<file path="config.mk">
export PLATFORM = sky130hd
export DESIGN_NAME = hazard_scoreboard
export DESIGN_NICKNAME = d
export VERILOG_FILES = /design/src/rtl/hazard_pkg.sv /design/src/rtl/sb_src_match.sv /design/src/rtl/hazard_scoreboard.sv
export SDC_FILE = /design/constraint.sdc
export NUM_CORES = 1
export LEC_CHECK = 0
export CORE_MARGIN = 2
export CORE_UTILIZATION = 39
export DETAILED_ROUTE_END_ITERATION = 10
export GPL_ROUTABILITY_DRIVEN = 0
export PLACE_DENSITY_LB_ADDON = 0.15
export SLEW_MARGIN = 10
export SYNTH_ARGS = -nofsm -noshare
export SYNTH_HDL_FRONTEND = slang
export SYNTH_SLANG_ARGS = --single-unit
</file>
<file path="constraint.sdc">
create_clock -name clk -period 8.85 [get_ports clk]
set_clock_uncertainty 0.1 [all_clocks]
set_input_delay 2.655 -clock clk [delete_from_list [all_inputs] [get_ports clk]]
set_output_delay 2.655 -clock clk [all_outputs]
set_load 0.05 [all_outputs]
</file>
<file path="src/rtl/hazard_pkg.sv">
// hazard_pkg: shared types, constants and helpers for the decode-stage hazard scoreboard
package hazard_pkg;
  // rem is stored at a fixed maximum width so the entry type needs no parameter
  localparam int REM_W = 16;
  localparam logic [4:0] REG_ZERO = 5'd0;
  localparam logic [REM_W-1:0] TUSE_NONE = '1;
  typedef struct packed {
    logic valid;
    logic [4:0] dst;
    logic [REM_W-1:0] rem;
  } sb_entry_t;
  function automatic logic [REM_W-1:0] sat0(input logic [REM_W-1:0] v);
    return (v == '0) ? v : v - REM_W'(1);
  endfunction
endpackage

</file>
<file path="src/rtl/sb_src_match.sv">
// sb_src_match: youngest-match priority encoder of one source operand against the producer queue
module sb_src_match
  import hazard_pkg::*;
#(
  parameter int DEPTH = 3,
  parameter int TW = 4,
  parameter int SELW = $clog2(DEPTH + 1)
) (
  input  sb_entry_t [DEPTH-1:0] q,
  input  logic [4:0]            src,
  input  logic [TW-1:0]         tuse,
  output logic                  hit,
  output logic [SELW-1:0]       k,
  output logic [REM_W-1:0]      rem
);
  logic use_op;
  assign use_op = (src != REG_ZERO) && (tuse != TUSE_NONE[TW-1:0]);
  // Scan oldest to youngest so the lowest matching stage overrides the rest
  always_comb begin
    hit = 1'b0;
    k = '0;
    rem = '0;
    for (int j = DEPTH - 1; j >= 0; j--) begin
      if (use_op && q[j].valid && q[j].dst == src) begin
        hit = 1'b1;
        k = SELW'(j + 1);
        rem = q[j].rem;
      end
    end
  end
endmodule

</file>
<file path="src/rtl/hazard_scoreboard.sv">
// hazard_scoreboard: decode-stage producer queue raising stall and per-operand forward selects
module hazard_scoreboard
  import hazard_pkg::*;
#(
  parameter int NSRC = 2,
  parameter int DEPTH = 3,
  parameter int TW = 4,
  parameter int SELW = $clog2(DEPTH + 1)
) (
  input  logic                 clk,
  input  logic                 reset,
  input  logic                 issue_valid,
  input  logic [4:0]           issue_dst,
  input  logic [TW-1:0]        issue_tnew,
  input  logic [NSRC*5-1:0]    src_addr,
  input  logic [NSRC*TW-1:0]   src_tuse,
  input  logic                 ext_hold,
  input  logic                 advance,
  input  logic                 flush,
  output logic                 stall,
  output logic [NSRC*SELW-1:0] fwd_sel,
  output logic [31:0]          stall_cnt
);
  sb_entry_t [DEPTH-1:0] q;
  logic [NSRC-1:0] op_stall;
  for (genvar i = 0; i < NSRC; i++) begin : g_src
    logic hit;
    logic [REM_W-1:0] rem;
    sb_src_match #(.DEPTH(DEPTH), .TW(TW), .SELW(SELW)) u_match (
      .q(q),
      .src(src_addr[i*5 +: 5]),
      .tuse(src_tuse[i*TW +: TW]),
      .hit(hit),
      .k(fwd_sel[i*SELW +: SELW]),
      .rem(rem)
    );
    assign op_stall[i] = hit && (rem > REM_W'(src_tuse[i*TW +: TW]));
  end
  assign stall = ext_hold || (|op_stall);
  always_ff @(posedge clk) begin
    if (reset || flush) q <= '0;
    else if (advance) begin
      for (int j = DEPTH - 1; j > 0; j--)
        q[j] <= '{valid: q[j-1].valid, dst: q[j-1].dst, rem: sat0(q[j-1].rem)};
      q[0] <= '{valid: issue_valid && !stall && issue_dst != REG_ZERO && issue_tnew != '0,
                dst: issue_dst, rem: sat0(REM_W'(issue_tnew))};
    end
    if (reset) stall_cnt <= '0;
    else if (advance && stall && !flush && stall_cnt != '1) stall_cnt <= stall_cnt + 32'd1;
  end
endmodule
</file>
==> Word level (Yosys, flattened, before mapping) <==
Cells that the tools add are included.
{ "op_classes": {"n_lt_le_gt_ge": 2, "div": 0, "mux": 21, "reduce_logical": 34, "addsub": 4, "n_bitwise": 0, "n_eq_ne": 9, "multipliers": 0, "shifts": 0} }
{ "op_table": {"columns": ["operator", "count"], "rows": [
  ["$mux W16", 9],
  ["$add A32 B1 Y32 const B", 1],
  ["$gt A16 B4 Y1", 2],
  ["$logic_not A16 Y1", 2],
  ["$ne A32 B32 Y1 const B", 1],
  ["$sub A16 B1 Y16 const B", 2],
  ["$eq A5 B5 Y1", 6],
  ["$logic_and A1 B1 Y1", 22],
  ["$reduce_bool A5 Y1", 3],
  ["$mux W2", 6],
  ["$ne A4 B4 Y1 const B", 2],
  ["$mux W1", 6],
  ["$sub A4 B1 Y5 const B", 1],
  ["$logic_not A4 Y1", 1],
  ["$reduce_bool A4 Y1", 1],
  ["$logic_not A1 Y1", 2],
  ["$logic_or A1 B1 Y1", 2],
  ["$reduce_or A2 Y1", 1]
]} }
{ "word_totals": {"out_inout_bits": 37, "ramBits": 0, "mem_count": 0, "reg_bits": 98, "latchBits": 0, "inputBits": 33, "mem_bits_ro": 0} }

==> Logic depth before layout (Yosys ltp) <==
Gate-level depths: netlist of the first run.
{ "logic_depth": {"depth_word": 15, "ltp_mapped": 19} }

==> By module <==
Synthesis of the first run repeated with hierarchy kept, for this count alone.
{ "unflattened": {"cells_unflattened": 683, "hier_area_um2": 5439.0} }
{ "by_module_without_submodules": {"columns": ["mod", "n_inst", "cells_per_inst", "area_each_um2", "seq_area_each_um2"], "rows": [
  ["hazard_scoreboard", 1, 505, 4272.8, 1681.6],
  ["sb_src_match", 2, 89, 583.1, 0.0]
]} }

==> Least setup slack after synthesis of the first run <==
No wires, ideal clock.
{ "synth_timing": {"kind": "input to output", "from": "input port src_addr[8]", "to": "output port stall", "slack_ps": 332, "arrival_ps": 5763, "stages": 14, "path_cell_list": "or4_1 > o21ai_1 > nor4_1 > nor2_1 > a221oi_1 > a21oi_1 > ha_1 > nor2b_1 > o21bai_1 > o2bb2ai_1 > and4b_2 > or2_2 > o22a_2 > inv_1"} }
{ "synth_between": {"elab_chain_len": 11, "elab_cells_between_ends": 21} }
{ "synth_lines": {"columns": ["element", "line", "source"], "rows": [
  ["from (decl)", "hazard_scoreboard.sv:15", "input logic [NSRC*5-1:0] src_addr,"],
  ["$reduce_bool A5 Y1", "sb_src_match.sv:17", "assign use_op = (src != REG_ZERO) && (tuse != TUSE_NONE[TW-1:0]);"],
  ["$logic_and A1 B1 Y1", "sb_src_match.sv:17", null],
  ["$logic_and A1 B1 Y1 (2 in a row)", "sb_src_match.sv:24", "if (use_op && q[j].valid && q[j].dst == src) begin"],
  ["$mux W16 (3 in a row)", "sb_src_match.sv:24", null],
  ["$gt A16 B4 Y1", "hazard_scoreboard.sv:37", "assign op_stall[i] = hit && (rem > REM_W'(src_tuse[i*TW +: TW]));"],
  ["$logic_and A1 B1 Y1 (*)", "hazard_scoreboard.sv:37", null],
  ["$reduce_or A2 Y1 (*)", "hazard_scoreboard.sv:39", "assign stall = ext_hold || (|op_stall);"],
  ["$logic_or A1 B1 Y1 (*)", "hazard_scoreboard.sv:39", null],
  ["to (decl)", "hazard_scoreboard.sv:20", "output logic stall,"]
]} }
Mark *: on every way between the ends. The rest lies on a longest branch, timed or not.

==> Final worst setup path of the first run <==
{ "layout_timing": {"from": "input port src_addr[0]", "to": "output port stall"} }
Same word-level chain as after synthesis.

==> flow_summary_export.csv, run 1 <==
group,metric,value,unit
clock_tree,ctsHtreeMaxLevel,3,
sta,fin_crit_sh,98.87,%
cells_and_area,post-route-util,51.78,%
worst_setup_path,r2r_cells,16,
worst_setup_path,cp-start-kind,"primary input",
detailed_routing,m1WireLength,6005,um
logic_synthesis,synthArstFlopShare,0,%
logic_synthesis,syn_inst,588,
clock_tree,numCtsBuffers,9,
worst_setup_path,crit_top_cell,"buf_4",
detailed_routing,wl_met2,5935,um
grt,antenna_found_initial,0,
sta,max_freq,114.3,MHz
placed_design,dpl_cell_area,5861,um^2
worst_setup_path,slowest_stage,"or4_4",
sta,finalSetupViolations,0,
sta,finalHoldViolations,0,
detailed_routing,routedWlPerCell,15.20,um
detailed_routing,routed-via-count,4615,
clock_tree,clockRootBuffer,"clkbuf_16",
worst_setup_path,cp.arrival,6.00,ns
clock_tree,clock-sinks,84,
sta,slew_headroom,49.85,%
logic_synthesis,ys.flop_type,"dfxtp_1",
grt,first_global_vias,4330,
placed_design,dp_hpwl,9145,um
detailed_routing,ant_nets,0,
worst_setup_path,critPathCaptureType,"output port",
cells_and_area,drive_gt1_share,14.35,%
logic_synthesis,synthesis.area,4890,um^2
die,die_x,116.0,um
cells_and_area,area_delta_synth_final,28.25,%
detailed_routing,dr.first_iter.drc_count,258,
logic_synthesis,synth_enable_flop_cells,0,
outcome,status,"finished clean",
logic_synthesis,synth_cell_types,67,
grt,grt_max_degree,64,
sta,hold_ws,0.3840,ns
detailed_routing,drt_first_pass_iters,4,
die,die_y,116.0,um
worst_setup_path,required,6.10,ns
worst_setup_path,rr_startpoint,"q[41]$_SDFFE_PP0P_",
worst_setup_path,worst_r2r_endpoint,"stall_cnt[28]$_SDFFE_PP0P_",
worst_setup_path,worstPathMaxFanout,4,
logic_synthesis,syn-num-nets,638,
logic_synthesis,avgSynthCellArea,8.316,um^2
die,dieArea,13450,um^2
die,start_util,40.37,%
worst_setup_path,crit_family,"simple AND/OR/NAND/NOR gates",
clock_tree,insertion_delay,0.35,ns
sta,worst_slack,0.09968,ns
die,pin_count,70,
clock_tree,clockBufferDepth,2,
min_path,hold_start,"q[53]$_SDFFE_PP0P_",
detailed_routing,wl_met3,538,um
grt,grt-ovfl-total,0,
worst_setup_path,crit_chain,"clkdlybuf4s50_1 -> or4_4 -> o32a_1 -> buf_4 -> and4_4 -> buf_4 -> a22o_2 -> mux2_2 -> ha_1 -> nand2_1 -> o21ai_2 -> a22oi_2 -> and3_1 -> o22a_2 -> inv_4 -> buf_12",
sta,tightest_slew,0.7523,ns
logic_synthesis,yosys_warnings,0,
min_path,holdPathEnd,"q[53]$_SDFFE_PP0P_",
detailed_routing,vias_per_cell,5.468,
worst_setup_path,regToRegSetupSlack,4.84,ns
flow_run,drv_cap,0,
grt,grt_pass1_wl,20660,um
placed_design,io_buffers,69,
sta,period_minus_slack,8.750,ns
sta,maxSlewViolCount,0,
logic_synthesis,synth_seq_cells,84,
power_and_ir_drop,p_leak,2.320,nW
min_path,hp-class,"reg2reg",
min_path,hold_depth,2,
die,rows,40,
worst_setup_path,worst-path-buf-inv,5,
detailed_routing,routed.top_layer,"met4",
logic_synthesis,ys_seq_area_share,34.39,%
power_and_ir_drop,ir_worst_vdd,0.1088,mV
placed_design,post-place-ws,-0.2632,ns
worst_setup_path,critPathKind,"in2out",
detailed_routing,drc,0,
detailed_routing,wl,12830,um
grt,grt_use_total,19.37,%
worst_setup_path,critPathMaxStageDelay,0.54,ns
clock_tree,clk_pin_slew_worst_paths,0.06,ns
clock_tree,cts_tree,"yes",
power_and_ir_drop,power_density,145.6,nW/um^2
cells_and_area,nNetsFinal,722,
cells_and_area,final_area,6271,um^2
die,core_area,12110,um^2
cells_and_area,diodes,0,
layout by cell type (no fill, tap or decap), drive strengths merged, types with 6 or more instances in the layout:
cell           Yosys  layout
or4               17      17
dfxtp             84      84
nor4              15      15
mux2i             23      23
o31ai              7       7
o21ai             30      30
nor3              12      12
buf                8      34
xnor2             29      29
clkbuf            19      12
nor2              70      70
or2                9       9
nand2             37      37
a211oi             9       9
a22o               6       6
and3               6       6
ha                17      17
or3               17      17
inv               26      26
and4               6       6
clkdlybuf4s50      0      62
xor2              15      15
a21oi             39      39
nand3             13      13
mux2               6       6
nand4             16      16
tightest hold or removal path: cells and delay by family, from the launching register on:
kind            cells  cell delay (ns)
simple gates        1             0.08
flops               1             0.31
compound gates      1             0.05
power breakdown:
group	leakage, nW	internal, mW	switching, mW
clock network	0.147	0.240	0.154
registers	0.680	0.386	0.00954
logic	1.49	0.0580	0.0652
total	2.32	0.684	0.229
logic make-up after synthesis:
| group | after synthesis | synth area share [%] |
|---|---|---|
| AO/OA/AOI/OAI | 125 | 16.63 |
| AND/OR/NAND/NOR | 235 | 25.54 |
| adder cells (fa/ha/maj) | 17 | 4.350 |
| flip-flops | 84 | 34.39 |
| multiplexers | 29 | 6.090 |
| XOR/XNOR | 44 | 7.881 |
| buffers and inverters | 54 | 5.117 |
flip-flops by register name (all words and copies together) (netlist names):
name       count
stall_cnt     32
q             52
through the flow:
step                      setup TNS [ns]  instances  total power [mW]
after floorplan                        0        588            0.4801
after global placement           -0.1388        826            0.5223
after detailed placement         -0.2632        826            0.5248
after CTS                              0        842            0.9190
after global routing            -0.03456        844            0.9494
final                                  0        844            0.9131
cells in the mapped netlist (all sizes together) (2+ instances only):
library cell	count	area share, %
dfxtp	84	34
nor2	70	5.4
a21oi	39	4.0
nand2	37	2.8
o21ai	30	3.1
xnor2	29	5.2
inv	26	2.0
mux2i	23	4.7
clkbuf	19	1.7
ha	17	4.3
or3	17	2.3
or4	17	2.6
nand4	16	2.0
nor4	15	2.0
xor2	15	2.7
nand3	13	1.3
nor3	12	1.2
a211oi	9	1.4
or2	9	1.2
buf	8	1.3
o31ai	7	1.1
a22o	6	1.1
and3	6	0.82
and4	6	1.2
mux2	6	1.4
a22oi	5	0.77
a311oi	4	0.72
nand2b	4	0.51
nor2b	4	0.51
nand3b	3	0.46
o211ai	3	0.46
o311ai	3	0.54
o41ai	3	0.54
a221oi	2	0.36
and2	2	0.26
o31a	2	0.38
metal layers:
| metal | track usage (%) | vias to the layer above |
|---|---|---|
| met4 | 9.286 | 0 |
| met1 | 24.65 | 2166 |
| met2 | 31.89 | 114 |
| met5 | 0 | - |
| met3 | 3.347 | 24 |
| li1 | - | 2311 |
what timing repair did:
item,CTS,global route
resized for setup,7,15
endpoints found under the hold margin,0,0
hold buffers,0,0
pin swaps,1,7
buffers inserted,1,2
endpoints found under the setup margin,1,1
layout make-up:
cell class / instances / area (um^2)
clock inverter: 3 / 45.04
clock buffer: 12 / 266.5
multi-input combinational: 450 / 3034
tap: 168 / 210.2
sequential: 84 / 1682
timing repair buffer: 101 / 933.4
inverter: 26 / 100.1
fill: 1191 / 5841
worst max-delay path by stage:
stage | start | cells after the start | slack (ns) | to
after detailed placement | src_addr[9] | 14 | -0.26 | stall
after global routing | src_addr[5] | 16 | -0.03 | stall
after CTS | src_addr[6] | 16 | 0.003 | stall
final | src_addr[0] | 16 | 0.1 | stall
after floorplan | src_addr[8] | 14 | 0.33 | stall
after global placement | src_addr[5] | 16 | -0.14 | stall
Power figures use the tool's default switching activity.
==> run 2: changes to the inputs <==
--- a/config.mk
+++ b/config.mk
@@ -5,6 +5,7 @@
 export SDC_FILE = /design/constraint.sdc
 export NUM_CORES = 1
 export LEC_CHECK = 0
+export ABC_CLOCK_PERIOD_IN_PS = 7300
 export CORE_MARGIN = 2
 export CORE_UTILIZATION = 39
 export DETAILED_ROUTE_END_ITERATION = 10
==> constraint.sdc (replaced) <==
create_clock -name clk -period 7.3 [get_ports clk]
set_clock_uncertainty 0.1 [all_clocks]
set_input_delay 2.19 -clock clk [delete_from_list [all_inputs] [get_ports clk]]
set_output_delay 2.19 -clock clk [all_outputs]
set_load 0.05 [all_outputs]
==> flow_summary_export.csv, run 2 (synthesis gave the netlist of run 1 again) <==
group,metric,value,unit
grt,grt-ovfl-total,0,
cells_and_area,top_regs,"q: 52 flops, stall_cnt: 32 flops",
cells_and_area,instances_no_fill,853,
worst_setup_path,slowest_stage,"or4_4",
cells_and_area,area_delta_synth_final,30.53,%
clock_tree,ctsHoldBuffers,0,
min_path,hold_depth,2,
worst_setup_path,worstPathMaxFanout,4,
clock_tree,clk_pin_slew_worst_paths,0.06,ns
cells_and_area,layout_common_cells,"84 x dfxtp_1, 69 x nor2_1, 45 x clkdlybuf4s50_1",
placed_design,post-place-ws,-0.6285,ns
die,start_util,40.37,%
power_and_ir_drop,p_leak,2.376,nW
die,die_y,116.0,um
die,core_area,12110,um^2
grt,first_global_vias,4544,
die,die_x,116.0,um
worst_setup_path,worst_r2r_endpoint,"stall_cnt[14]$_SDFFE_PP0P_",
sta,setup_tns,-0.2245,ns
detailed_routing,routedWlPerCell,15.30,um
placed_design,dp_cells,832,
detailed_routing,routed-via-count,4650,
worst_setup_path,worst-path-buf-inv,5,
min_path,hp-class,"reg2reg",
sta,hold_ws,0.3932,ns
placed_design,dp_hpwl,9565,um
worst_setup_path,crit_chain,"buf_6 -> or4_4 -> o21ai_4 -> nor4_4 -> buf_12 -> buf_4 -> a22oi_1 -> nor2_1 -> a21oi_2 -> ha_2 -> nor2b_4 -> o21bai_1 -> o2bb2ai_2 -> a21bo_2 -> and4_2 -> o22a_4 -> clkinvlp_4 -> buf_12",
sta,rsz0062_at_grt,"yes",
placed_design,io_buffers,69,
grt,antenna_found_initial,0,
clock_tree,clockRootBuffer,"clkbuf_16",
grt,grt_pass1_wl,21710,um
cells_and_area,largest_reg_flops,52,
power_and_ir_drop,ir_worst_vdd,0.1110,mV
die,rows,40,
clock_tree,clock-sinks,84,
power_and_ir_drop,power,1.095,mW
worst_setup_path,endpoint,"stall",
detailed_routing,dr.first_iter.drc_count,247,
cells_and_area,diodes,0,
clock_tree,insertion_delay,0.35,ns
clock_tree,numCtsBuffers,9,
placed_design,dpl_cell_area,6011,um^2
clock_tree,ctsHtreeMaxLevel,3,
worst_setup_path,crit_cells,18,
worst_setup_path,cp-start-kind,"primary input",
outcome,status,"finished with violations",
power_and_ir_drop,power_density,171.6,nW/um^2
die,dieArea,13450,um^2
cells_and_area,drive_gt1_share,17.81,%
clock_tree,cts_tree,"yes",
cells_and_area,nNetsFinal,730,
sta,fin_crit_sh,103.1,%
worst_setup_path,crit_top_cell,"buf_12",
detailed_routing,ant_nets,0,
outcome,violations,"negative setup slack",
sta,maxSlewViolCount,0,
worst_setup_path,cp.arrival,5.23,ns
worst_setup_path,critPathKind,"in2out",
die,pin_count,70,
detailed_routing,wl,13050,um
sta,worst_slack,-0.2245,ns
detailed_routing,vias_per_cell,5.451,
clock_tree,clockBufferDepth,2,
detailed_routing,drt_first_pass_iters,4,
detailed_routing,drc,0,
grt,grt_max_degree,63,
worst_setup_path,critPathMaxStageDelay,0.54,ns
worst_setup_path,required,5.01,ns
worst_setup_path,regToRegSetupSlack,2.89,ns
cells_and_area,top_register,"q",
sta,period_minus_slack,7.524,ns
cells_and_area,fill_cells,1170,
cells_and_area,final_common_cell,"dfxtp_1",
cells_and_area,final_area,6382,um^2
sta,tightest_slew,0.9322,ns
cells_and_area,post-route-util,52.70,%
worst_setup_path,crit_path_start,"src_addr[9]",
sta,slew_headroom,37.85,%
worst_setup_path,r2r_cells,18,
sta,finalSetupViolations,1,
sta,max_freq,132.9,MHz
worst_setup_path,rr_startpoint,"q[40]$_SDFFE_PP0P_",
sta,finalHoldViolations,0,
grt,grt_use_total,20.39,%
worst_setup_path,critPathCaptureType,"output port",
worst_setup_path,crit_family,"compound AO/OA/AOI/OAI gates",
flow_run,drv_cap,0,
## run 2: power by group
| group | switching [mW] | total (mW) | internal, mW |
|---|---|---|---|
| combinational | 0.0815 | 0.154 | 0.0722 |
| clock | 0.196 | 0.462 | 0.265 |
| sequential | 0.0119 | 0.480 | 0.468 |
| total | 0.290 | 1.10 | 0.806 |
## run 2: layout make-up
| class | count | area [um^2] | share of cell area (%) |
|---|---|---|---|
| Multi-Input combinational cell | 450 | 3094 | 48.48 |
| Sequential cell | 84 | 1682 | 26.35 |
| Timing Repair Buffer | 109 | 1001 | 15.68 |
| Clock buffer | 10 | 229.0 | 3.588 |
| Tap cell | 168 | 210.2 | 3.293 |
| Inverter | 26 | 101.3 | 1.588 |
| Clock inverter | 6 | 65.06 | 1.019 |
## run 2: worst min-delay path, cell delays in order, from the launching register on
cell and delay (ns):
dfxtp_1 0.31, nor2_1 0.08, a211oi_1 0.06
## run 2: repair_timing
action / 4_1_cts / 5_1_grt
setup buffers: 5 / 0
pin swaps: 23 / 9
endpoints found under the setup margin: 1 / 1
resized for setup: 56 / 6
## run 2: layer usage
metal | share of wire (%) | global-route usage, %
met5 | 0 | 0
met3 | 4.2 | 3.033
met2 | 47 | 34.89
met1 | 47 | 25.71
met4 | 1.5 | 8.413
## run 2: worst min path at each step
stage	start	endpoint	slack [ns]
floorplan	q[31]$_SDFFE_PP0P_	q[31]$_SDFFE_PP0P_	0.36
global placement	q[57]$_SDFFE_PP0P_	q[57]$_SDFFE_PP0P_	0.38
detailed placement	q[53]$_SDFFE_PP0P_	q[53]$_SDFFE_PP0P_	0.38
CTS	q[53]$_SDFFE_PP0P_	q[53]$_SDFFE_PP0P_	0.39
global route	q[53]$_SDFFE_PP0P_	q[53]$_SDFFE_PP0P_	0.41
finish	q[52]$_SDFFE_PP0P_	q[52]$_SDFFE_PP0P_	0.39
==> run 3: changes to the inputs <==
--- a/config.mk
+++ b/config.mk
@@ -9,6 +9,7 @@
 export CORE_MARGIN = 2
 export CORE_UTILIZATION = 39
 export DETAILED_ROUTE_END_ITERATION = 10
+export DONT_BUFFER_PORTS = 1
 export GPL_ROUTABILITY_DRIVEN = 0
 export PLACE_DENSITY_LB_ADDON = 0.15
 export SLEW_MARGIN = 10
==> flow_summary_export.csv, run 3 (synthesis gave the netlist of run 1 again) <==
group,metric,value,unit
outcome,status,"finished with violations",
outcome,violations,"negative setup slack",
worst_setup_path,critPathCaptureType,"output port",
cells_and_area,diodes,0,
sta,worst_slack,-0.04403,ns
clock_tree,clockRootBuffer,"clkbuf_16",
die,dieArea,13450,um^2
cells_and_area,drive_gt1_share,13.74,%
placed_design,dpl_cell_area,5152,um^2
clock_tree,clock-sinks,84,
worst_setup_path,cp.arrival,5.05,ns
cells_and_area,final_common_cell,"dfxtp_1",
clock_tree,clockBufferDepth,2,
sta,fin_crit_sh,100.6,%
min_path,holdPathEnd,"q[48]$_SDFFE_PP0P_",
worst_setup_path,worst_r2r_endpoint,"stall_cnt[28]$_SDFFE_PP0P_",
die,core_area,12110,um^2
cells_and_area,largest_reg_flops,52,
placed_design,dp_cells,745,
power_and_ir_drop,ir_worst_vdd,0.1684,mV
power_and_ir_drop,power_density,189.5,nW/um^2
sta,rsz0062_at_grt,"yes",
sta,finalSetupViolations,1,
power_and_ir_drop,p_leak,1.993,nW
sta,period_minus_slack,7.344,ns
clock_tree,insertion_delay,0.34,ns
die,die_y,116.0,um
placed_design,io_buffers,0,
cells_and_area,fill_cells,1207,
clock_tree,ctsHtreeMaxLevel,3,
detailed_routing,vias_per_cell,5.622,
cells_and_area,top_regs,"q: 52 flops, stall_cnt: 32 flops",
cells_and_area,nNetsFinal,643,
grt,first_global_vias,4095,
cells_and_area,layout_common_cells,"84 x dfxtp_1, 69 x nor2_1, 39 x a21oi_1",
min_path,hold_depth,2,
sta,tightest_slew,0.7717,ns
placed_design,dp_hpwl,9092,um
detailed_routing,ant_nets,0,
detailed_routing,wl,12450,um
clock_tree,numCtsBuffers,9,
cells_and_area,final_area,5504,um^2
grt,grt_max_degree,64,
sta,slew_headroom,48.48,%
sta,finalHoldViolations,0,
die,die_x,116.0,um
detailed_routing,drc,0,
min_path,hold_start,"q[48]$_SDFFE_PP0P_",
die,start_util,40.37,%
worst_setup_path,critPathKind,"in2out",
grt,grt-ovfl-total,0,
grt,grt_pass1_wl,20150,um
worst_setup_path,crit_path_start,"src_addr[9]",
min_path,hp-class,"reg2reg",
grt,antenna_found_initial,0,
clock_tree,cts_tree,"yes",
worst_setup_path,regToRegSetupSlack,2.94,ns
detailed_routing,dr.first_iter.drc_count,149,
die,rows,40,
sta,max_freq,136.2,MHz
clock_tree,clk_pin_slew_worst_paths,0.06,ns
cells_and_area,instances_no_fill,765,
worst_setup_path,rr_startpoint,"q[40]$_SDFFE_PP0P_",
grt,grt_use_total,19.04,%
worst_setup_path,cp-start-kind,"primary input",
flow_run,drv_cap,0,
worst_setup_path,r2r_cells,18,
sta,setup_tns,-0.04403,ns
worst_setup_path,required,5.01,ns
worst_setup_path,worstPathMaxFanout,4,
detailed_routing,drt_first_pass_iters,4,
detailed_routing,routedWlPerCell,16.28,um
cells_and_area,top_register,"q",
cells_and_area,area_delta_synth_final,12.56,%
detailed_routing,routed-via-count,4301,
die,pin_count,70,
sta,maxSlewViolCount,0,
run 3: per-layer routing:
layer	part of all wire (%)	global-route usage, %	vias up
li1	-	-	2153
met4	1.2	5.317	0
met5	0	0	-
met1	45	23.05	2028
met3	7.3	7.845	10
met2	47	31.23	110
run 3: power by group:
part	internal, mW	leakage, nW	switching (mW)	total, mW
registers	0.468	0.680	0.0128	0.481
clock network	0.270	0.144	0.182	0.453
logic	0.0512	1.17	0.0580	0.109
run 3: worst max path at each step:
stage	endpoint	cells after the start
floorplan	stall	14
global placement	stall	14
detailed placement	stall	14
CTS	stall	14
global route	stall	14
finish	stall	14
run 3: area by class of cell:
type / count / area [um^2] / area share, %
Clock buffer: 10 / 239.0 / 4.342
Sequential cell: 84 / 1682 / 30.55
Multi-Input combinational cell: 450 / 3054 / 55.49
Inverter: 26 / 101.3 / 1.841
Clock inverter: 5 / 52.55 / 0.9548
Tap cell: 168 / 210.2 / 3.819
Timing Repair Buffer: 22 / 165.2 / 3.001
run 3: metrics by stage:
stage	setup slack, ns	hold slack (ns)	power [mW]	utilization (%)
6_report	-0.04403	0.3910	1.043	45.44
5_1_grt	-0.2015	0.4160	1.091	45.44
4_1_cts	-0.01970	0.3933	1.055	45.44
3_5_place_dp	-0.1602	0.3806	0.5990	42.54
3_3_place_gp	-0.09070	0.3784	0.5973	42.54
2_1_floorplan	0.01958	0.3595	0.5840	-
run 3: timing repair:
action | CTS | global route
buffers inserted | 5 | 0
setup endpoints to repair | 1 | 1
resized for setup | 5 | 0
pin swaps | 11 | 0
hold buffers | 0 | 0
run 3: worst max-delay path, stage by stage:
cell,delay [ns]
or4_4,0.53
o21ai_4,0.19
nor4_4,0.07
buf_4,0.16
a221oi_2,0.23
a21oi_1,0.08
ha_1,0.32
nor2b_1,0.13
o21bai_1,0.08
o2bb2ai_2,0.15
a21bo_2,0.21
and4_2,0.23
o22a_4,0.27
clkinvlp_4,0.20
